<file path="config.mk">
export PLATFORM = sky130hd
export DESIGN_NAME = decoder_3_8_burst
export DESIGN_NICKNAME = d
export VERILOG_FILES = /design/src/rtl/decoder_3_8_burst.sv
export SDC_FILE = /design/constraint.sdc
export NUM_CORES = 1
export LEC_CHECK = 0
export CAP_MARGIN = 10
export CORE_AREA = 4 4 60 62
export CTS_CLUSTER_SIZE = 10
export DETAILED_ROUTE_END_ITERATION = 8
export DIE_AREA = 0 0 64 66
export PLACE_DENSITY = 0.77
export SYNTH_ARGS = -nofsm -noshare
export SYNTH_HDL_FRONTEND = slang
export SYNTH_SLANG_ARGS = --single-unit
</file>
<file path="constraint.sdc">
create_clock -name clk -period 1.8 [get_ports clk]
set_clock_uncertainty 0.1 [all_clocks]
set_input_delay 0.45 -clock clk [delete_from_list [all_inputs] [get_ports clk]]
set_output_delay 0.45 -clock clk [all_outputs]
set_load 0.01 [all_outputs]
</file>
<file path="src/rtl/decoder_3_8_burst.sv">
// Handshaked 3-to-8 burst decoder: OR-merges one-hot decodes of a code stream into one
// buffered mask per burst. Optional macro DEC_PARITY_EN adds in_par / out_perr checking.
module decoder_3_8_burst #(
   parameter int CNT_W = 4
) (
   input  logic             clk,
   input  logic             rst,
   input  logic             in_valid,
   output logic             in_ready,
   input  logic [2:0]       in_code,
   input  logic             in_en,
   input  logic             in_last,
`ifdef DEC_PARITY_EN
   input  logic             in_par,
   output logic             out_perr,
`endif
   output logic             out_valid,
   input  logic             out_ready,
   output logic [7:0]       out_y,
   output logic [CNT_W-1:0] out_beats,
   output logic             out_dup
);

   typedef enum logic {
      ST_ACC  = 1'b0,
      ST_HOLD = 1'b1
   } state_e;

   localparam logic [CNT_W-1:0] CNT_MAX = '1;
   localparam logic [CNT_W-1:0] CNT_ONE = {{(CNT_W-1){1'b0}}, 1'b1};

   state_e           state_q, state_d;
   logic [7:0]       mask_q, mask_d;
   logic [CNT_W-1:0] count_q, count_d;
   logic             dup_q, dup_d;
   logic             out_valid_q, out_valid_d;
   logic [7:0]       out_y_q, out_y_d;
   logic [CNT_W-1:0] out_beats_q, out_beats_d;
   logic             out_dup_q, out_dup_d;

   logic             accept;
   logic [7:0]       onehot;
   logic [7:0]       base_mask;
   logic [CNT_W-1:0] base_count;
   logic             base_dup;
   logic [7:0]       merged_mask;
   logic [CNT_W-1:0] count_inc;
   logic             merged_dup;

`ifdef DEC_PARITY_EN
   logic perr_q, perr_d;
   logic out_perr_q, out_perr_d;
   logic base_perr;
   logic beat_perr;
   logic merged_perr;
`endif

   // Ready depends only on state and out_ready, never on in_valid.
   assign in_ready = (state_q == ST_ACC) || out_ready;
   assign accept   = in_valid && in_ready;

   // NOTE: every signal assigned in always_comb gets a default first so no latch is inferred.
   always_comb begin
      onehot = in_en ? (8'b1 << in_code) : 8'h00;

      // A beat accepted while a result is presented starts a fresh burst.
      if (state_q == ST_HOLD) begin
         base_mask  = 8'h00;
         base_count = '0;
         base_dup   = 1'b0;
      end else begin
         base_mask  = mask_q;
         base_count = count_q;
         base_dup   = dup_q;
      end

      merged_mask = base_mask | onehot;
      merged_dup  = base_dup | (|(base_mask & onehot));
      count_inc   = (base_count == CNT_MAX) ? base_count : base_count + CNT_ONE;
   end

`ifdef DEC_PARITY_EN
   always_comb begin
      base_perr   = (state_q == ST_HOLD) ? 1'b0 : perr_q;
      beat_perr   = in_par ^ (^{in_en, in_code});
      merged_perr = base_perr | beat_perr;
   end
`endif

   always_comb begin
      state_d     = state_q;
      mask_d      = mask_q;
      count_d     = count_q;
      dup_d       = dup_q;
      out_valid_d = out_valid_q;
      out_y_d     = out_y_q;
      out_beats_d = out_beats_q;
      out_dup_d   = out_dup_q;
`ifdef DEC_PARITY_EN
      perr_d      = perr_q;
      out_perr_d  = out_perr_q;
`endif

      if (state_q == ST_HOLD && out_ready) begin
         out_valid_d = 1'b0;
         state_d     = ST_ACC;
      end

      if (accept) begin
         if (in_last) begin
            out_y_d     = merged_mask;
            out_beats_d = count_inc;
            out_dup_d   = merged_dup;
            out_valid_d = 1'b1;
            state_d     = ST_HOLD;
            mask_d      = 8'h00;
            count_d     = '0;
            dup_d       = 1'b0;
`ifdef DEC_PARITY_EN
            out_perr_d  = merged_perr;
            perr_d      = 1'b0;
`endif
         end else begin
            mask_d  = merged_mask;
            count_d = count_inc;
            dup_d   = merged_dup;
            state_d = ST_ACC;
`ifdef DEC_PARITY_EN
            perr_d  = merged_perr;
`endif
         end
      end
   end

   // NOTE: sequential state uses non-blocking assignments so all flops update together.
   always_ff @(posedge clk or posedge rst) begin
      if (rst) begin
         state_q     <= ST_ACC;
         mask_q      <= 8'h00;
         count_q     <= '0;
         dup_q       <= 1'b0;
         out_valid_q <= 1'b0;
         out_y_q     <= 8'h00;
         out_beats_q <= '0;
         out_dup_q   <= 1'b0;
`ifdef DEC_PARITY_EN
         perr_q      <= 1'b0;
         out_perr_q  <= 1'b0;
`endif
      end else begin
         state_q     <= state_d;
         mask_q      <= mask_d;
         count_q     <= count_d;
         dup_q       <= dup_d;
         out_valid_q <= out_valid_d;
         out_y_q     <= out_y_d;
         out_beats_q <= out_beats_d;
         out_dup_q   <= out_dup_d;
`ifdef DEC_PARITY_EN
         perr_q      <= perr_d;
         out_perr_q  <= out_perr_d;
`endif
      end
   end

   assign out_valid = out_valid_q;
   assign out_y     = out_y_q;
   assign out_beats = out_beats_q;
   assign out_dup   = out_dup_q;
`ifdef DEC_PARITY_EN
   assign out_perr  = out_perr_q;
`endif

endmodule

</file>
Word-level counts from Yosys, hierarchy flattened
Cells that the tools add are included. Widths: inputs -> output; s select.

Bits in registers: 28. Input bits: 9. Output and inout port bits: 15. Word-level logic and storage cells: 35.

Add/sub/neg operators: 1. Eq/ne operators: 1. Shift-type cells: 1. Multiplexer cells: 14. Bitwise operators: 4. Reductions and logical operators: 6.

Operators by type and width (number): $mux 8 (3); $mux 4 (3); $and 8x8->8 (1); $mux 1 (8); $or 8x8->8 (1); $reduce_or 8->1 (1); $shl 1x3->8 const A (1); $add 4x1->4 const B (1); $eq 4x4->1 const B (1); $logic_and 1x1->1 (2); $reduce_and 2->1 (1); $reduce_bool 2->1 (1); $logic_or 1x1->1 (1); $not 1->1 (1); $or 1x1->1 (1).

Longest topological paths before layout
Gate-level depths: netlist (run 1).

Depth in word-level cells: 6. Mapped depth: 7.

Worst setup path before layout (run 1)
No wires, ideal clock.

Path type: register -> register. Start: register state_q. End: register count_q[2]. Setup time: 0.131 ns. Data arrival time: 1.517 ns. Required time: 1.569 ns. Path slack: 0.052 ns. Stages on the path, launching flop included: 8. Period minus slack after synthesis: 1.748 ns. Path through: dfrtp_1 -> buf_2 -> nor2b_1 -> ha_1 -> inv_1 -> nor4b_1 -> a211o_1 -> a21oi_1.

Longest elaborated chain between the ends: 4. Elaborated cells between the ends (all ways): 8.

RTL lines: from (decl) (line 32) `state_e state_q, state_d;`; from (signal assigned) (line 151) `state_q <= state_d;`; $mux 4 (line 67) `if (state_q == ST_HOLD) begin`; $add 4x1->4 or $eq 4x4->1 (tied branches) (line 79) `count_inc = (base_count == CNT_MAX) ? base_count : base_count + CNT_ONE;`; $mux 4 (line 79); $mux 4 (line 110) `if (in_last) begin`; to (signal assigned) (line 153) `count_q <= count_d;`; to (decl) (line 34) `logic [CNT_W-1:0] count_q, count_d;`.

Several ways; a longest one is shown, not always the timed one. A chain may end at the register's enable or synchronous reset.

Worst setup path after layout (run 1)
Start: input port in_code[2]. End: register out_dup_q (netlist: out_dup).

Longest elaborated chain between the ends: 5.

RTL lines: from (decl) (line 10) `input logic [2:0] in_code,`; $shl 1x3->8 (line 64) `onehot = in_en ? (8'b1 << in_code) : 8'h00;`; $mux 8 (line 64); $and 8x8->8 (line 78) `merged_dup = base_dup | (|(base_mask & onehot));`; $reduce_or 8->1 (line 78); $or 1x1->1 (line 78); to (signal assigned) (line 158) `out_dup_q <= out_dup_d;`; to (decl) (line 39) `logic out_dup_q, out_dup_d;`.

No other way between the ends.

==> flow_summary_export.csv, run 1 <==
group,metric,value,unit
placed_design,gp_congestion,0.9179,
clock_network,holdBufCountCts,0,
die,start_util,46.65,%
timing,max_slew_margin,76.06,%
routing,vias_per_cell,5.513,
clock_network,cts.sinks,28,
die,core,3028,µm²
die,die_y,66,µm
clock_network,h-tree-depth,1,
clock_network,cts_buffer_depth,2,
synth,synth_compound_area_share,19.49,%
synth,synth_flop_cell,"dfrtp_1",
critical_path,critPathArrivalTime,1.86,ns
placed_design,dpl_cell_area,1824,µm²
routing,postRouteAntennaNets,0,
layout,drive_above_1_share,19.47,%
layout,stdcell_area,1898,µm²
critical_path,slowest_stage,"clkdlybuf4s50_1",
critical_path,end_kind,"flop",
timing,whs,0.3550,ns
synth,post_synth.cell_area_avg,9.610,µm²
power_and_ir_drop,ir_drop,0.3532,mV
routing,post-route-drc-count,0,
clock_network,clockRootBuffer,"clkbuf_4",
routing,post_drt_wl_per_cell,14.84,µm
synth,synth_fa_ha_area_share,0.8857,%
layout,regArea,700.7,µm²
global_routing,grt_overflow,0,
outcome,outcome,"finished, final reports clean",
min_path,hp-class,"input pin to asynchronous set/reset pin",
synth,syn_nets,157,
timing,fin_ws,0.04914,ns
critical_path,crit_fanout,2,
layout,final_cell_mix,"nand2_1 (28), dfrtp_1 (28), buf_4 (26), dlymetal6s2s_1 (12), nor2_1 (9)",
synth,yosys_warnings,0,
timing,worst_pin_slew,0.3592,ns
routing,totalWireLength,3473,µm
synth,synth_area_leaders,"dfrtp_1 (50%), nand2_1 (7.4%), a22o_1 (3.1%)",
synth,synth-seq-cells,28,
power_and_ir_drop,p_per_area,753.8,nW/µm²
placed_design,dp_slack,-0.3601,ns
layout,area_delta_synth_final,34.37,%
timing,setup_viol_count_final,0,
die,die_w,64,µm
synth,synth_top_family_by_area,"simple AND/OR/NAND/NOR gates",
timing,final-hold-violation-count,0,
critical_path,crit_family,"buffers and inverters",
routing,drt_pass1_iterations,4,
power_and_ir_drop,p_leak,1.012,nW
job,max_cap_violations,0,
die,fp-row-count,20,
synth,synthMuxAreaShare,3.277,%
layout,final_nets,202,
synth,yosys.area_share.simple,21.79,%
synth,yosysUniqueCellTypes,43,
global_routing,grt_max_degree,29,
global_routing,grt_pass1_vias,1299,
die,boundaryPins,24,
global_routing,grt_pass1_wl,5844,µm
synth,syn_inst,147,
placed_design,hpwlAfterDp,2538,µm
timing,period_needed,1.751,ns
power_and_ir_drop,finalPower,1.431,mW
placed_design,port_buffers,23,
timing,drv_slew,0,
die,die-area,4224,µm²
routing,drt_iter0_drc,51,
synth,netlist_area,1413,µm²
synth,yosysTopAreaCellShare,49.60,%
global_routing,antenna_found_initial,0,
clock_network,cts_tree,"done",
synth,synth_edf_count,0,
layout,fill_cells,256,
layout,antennaDiodeCount,0,
layout,final_cells,234,
placed_design,dp_cells,228,
routing,via_count,1290,
critical_path,start_kind,"input pin",
synth,synth_xor_xnor_area_share,0.6200,%
timing,fmax,571.1,MHz
critical_path,crit_required,1.91,ns
layout,final_core_util,62.69,%
clock_network,numCtsBuffers,3,
timing,period_share,97.27,%
global_routing,grt_use_total,17.77,%
synth,seq_area_frac_synth,49.60,%
critical_path,path_buf_inv,1,
synth,ys_async_sr_fraction,100.0,%
timing,setup_tns,0,ns
clock_network,clk_pin_slew,0.15,ns
critical_path,worstSetupPathType,"input pin to flop",
critical_path,max_stage_delay,0.50,ns
synth,synth_largest_area_cell,"dfrtp_1",
critical_path,cp_cell_sequence,"clkdlybuf4s50_1 -> mux2_4 -> and4_4 -> nor4_2 -> a31oi_1",
layout,multiInputGateArea,656.9,µm²
clock_network,clk_latency,0.33,ns
==> cell families (layout without fill, tap and decap cells) <==
kind of cell               Yosys count  after routing
DFF                                 28             28
xor gates and xnor gates             1              1
muxes                                4              4
AOI/OAI and AO/OA                   39             39
and+or+nand+nor                     61             61
adders and majority gates            1              1
buffers and inverters               13             56
==> state kept, by name, summed over array words and instances (netlist names) <==
| register | count |
|---|---|
| count_q | 4 |
| dup_q | 1 |
| mask_q | 8 |
| out_beats | 4 |
| out_dup | 1 |
| out_valid | 1 |
| out_y | 8 |
| state_q | 1 |
==> area by class of cell <==
cell class | count | share of cell area [%]
Multi-Input combinational cell | 106 | 34.61
Sequential cell | 28 | 36.91
Timing Repair Buffer | 49 | 23.60
Clock buffer | 3 | 1.187
Tap cell | 44 | 2.900
Inverter | 4 | 0.7910
==> layer usage <==
| metal | GRT usage (%) | wire, µm |
|---|---|---|
| met2 | 28.90 | 1693 |
| met4 | 10.78 | 101 |
| met5 | 0 | 0 |
| met1 | 22.17 | 1520 |
| met3 | 2.721 | 158 |
==> what timing repair did <==
item | in CTS | in global routing
endpoints found under the setup margin | 3 | 14
buffers inserted | 0 | 3
gates resized for setup | 6 | 13
==> power by group <==
part | switching (mW) | internal, mW | total [mW] | leakage, nW
registers | 0.0509 | 0.709 | 0.760 | 0.366
clock network | 0.182 | 0.0786 | 0.260 | 0.0138
logic | 0.199 | 0.212 | 0.411 | 0.632
total | 0.432 | 0.999 | 1.43 | 1.01
==> synth_stat cells, types with 2 or more instances <==
cell / instances
dfrtp_1: 28
inv_1: 3
o21ai_0: 3
nor2b_1: 3
nand3b_1: 2
nand2b_1: 5
a21oi_1: 4
o21a_1: 2
nand4b_1: 2
a31oi_1: 5
mux2i_1: 2
o31ai_1: 3
nand3_1: 3
nor2_1: 9
nand2_1: 28
buf_2: 4
o21ai_1: 5
a22o_1: 5
o2bb2ai_1: 4
clkbuf_1: 4
==> path summary, 6_finish.rpt <==
| path | startpoint | to | slack [ns] | cells after the start |
|---|---|---|---|---|
| max in group asynchronous | rst | mask_q[5] | 0.97 | 3 |
| min | rst | out_valid | 0.35 | 3 |
| min in group clk | out_y[2] | out_y[2] | 0.39 | 2 |
| min reg2reg | out_y[2] | out_y[2] | 0.39 | 2 |
| max reg2reg | state_q | count_q[0] | 0.10 | 7 |
| max | in_code[2] | out_dup | 0.05 | 5 |
==> tightest hold or removal path: stages <==
cell and delay, ns:
clkdlybuf4s50_1 0.39, inv_1 0.05, buf_4 0.33
No activity file was read; power rests on OpenSTA's default activity.
==> inputs of run 2 (changes only) <==
- CTS_CLUSTER_DIAMETER: unset -> 150
==> results of run 2 <==
The final DEF is identical to that of run 1; final timing and power are the same.
==> RTL edit: new RTL, config.mk and constraints of run 1 <==
`CNT_W`: 4 -> 6.
--- a/src/rtl/decoder_3_8_burst.sv
+++ b/src/rtl/decoder_3_8_burst.sv
@@ -1,7 +1,7 @@
 // Handshaked 3-to-8 burst decoder: OR-merges one-hot decodes of a code stream into one
 // buffered mask per burst. Optional macro DEC_PARITY_EN adds in_par / out_perr checking.
 module decoder_3_8_burst #(
-   parameter int CNT_W = 4
+   parameter int CNT_W = 6
 ) (
    input  logic             clk,
    input  logic             rst,
Ports: changed (resized out_beats); port bits go from 24 to 26. The function was not compared with the original's and may differ.
==> RTL edit against run 1 <==
Global-route usage is 3.2 points higher; sequential cell count up 4; non-clock buffer count is 1 higher; worst setup slack got worse by 0.018 ns; wire length up 16%; synthesized area rose by 14%; critical endpoint is now out_beats[4]; power increased by 20%; count of clock-buffer cells in the layout is 3 higher; cell area increased by 13%; sequential share of layout area grew 0.37 points; largest power group unchanged; highest routed layer unchanged; die area did not move; core utilization is 8.3 points higher.
==> RTL edit: results (changes against run 1) <==
Status
  • Status: completed

Global routing
  • Grt met3 use: 5.44% (+2.7 points)
  • Met1 usage: 24.2% (+2.1 points)
  • Met2 Resource Use GR: 36.4% (+7.5 points)
  • GRT Total Usage: 20.9% (+3.2 points)

Layout
  • Number of nets in the final layout: 226 (+12%)
  • Ratio of cells with drive above 1 in the final layout: 20.7% (+1.3 points)
  • Final non-filler cell total: 261 (+12%)
  • Fillers: 229 (-11%)

STA
  • Hold Worst Slack: 0.341 ns (-0.0141 ns)
  • Max frequency: 0.565 GHz (-1.0%)

Synthesis
  • Synth Area in XOR/XNOR: 1.09% (+0.47 points)
  • Mux cell area share after synthesis: 5.51% (+2.2 points)
  • Top post-synthesis cells by area: dfrtp_1 (50%), o21ai_0 (5.9%), nand2_1 (5.4%)

Clocking
  • # H-tree levels: 2 (+1)
  • Num CTS Buffers: 5 (+2)
  • Clk slew on worst S/H paths: 0.10 ns (-0.05 ns)

Detailed routing
  • Met1 wire length: 1.69 mm (+11%)
  • DR vias/cell: 5.76 (+4.5%)

Placement
  • GPL Wtd Cong: 0.923 (+0.51%)
  • Cells after DPL: 251 (+10%)
  • Pre-CTS setup slack: -0.479 ns (-0.119 ns)

Worst setup path
  • Setup crit start: out_beats[4]
  • R2R depth: 6 (-1)
  • Max stage delay on crit path: 0.53 ns (+0.03 ns)

Pwr
  • Worst vdd ir: 0.468 mV (+33%)
## RTL edit: cell types whose count changed after synthesis, moves of 3 or more
cell | run 1 | this run
nand2_1 | 28 | 23
nor2b_1 | 3 | 7
dfrtp_1 | 28 | 32
o2bb2ai_1 | 4 | 0
buf_2 | 4 | 1
o21ai_1 | 5 | 0
mux2_2 | 0 | 3
a21oi_1 | 4 | 12
nand3_1 | 3 | 8
clkbuf_1 | 4 | 11
and2_1 | 1 | 4
nand2b_1 | 5 | 1
o21ai_0 | 3 | 19
## RTL edit: cell type report
| type | count | share of cell area (%) |
|---|---|---|
| clock buffer | 6 | 2.39 |
| clock inverter | 2 | 0.465 |
| sequential | 32 | 37.3 |
| timing repair buffer | 50 | 21.2 |
| multi-input combinational | 122 | 35.3 |
| inverter | 5 | 0.873 |
| tap | 44 | 2.56 |
## RTL edit: report_power, final
part	internal [uW]	switching, uW
clock	186	255
combinational	212	209
sequential	797	53.5
total	1200	517
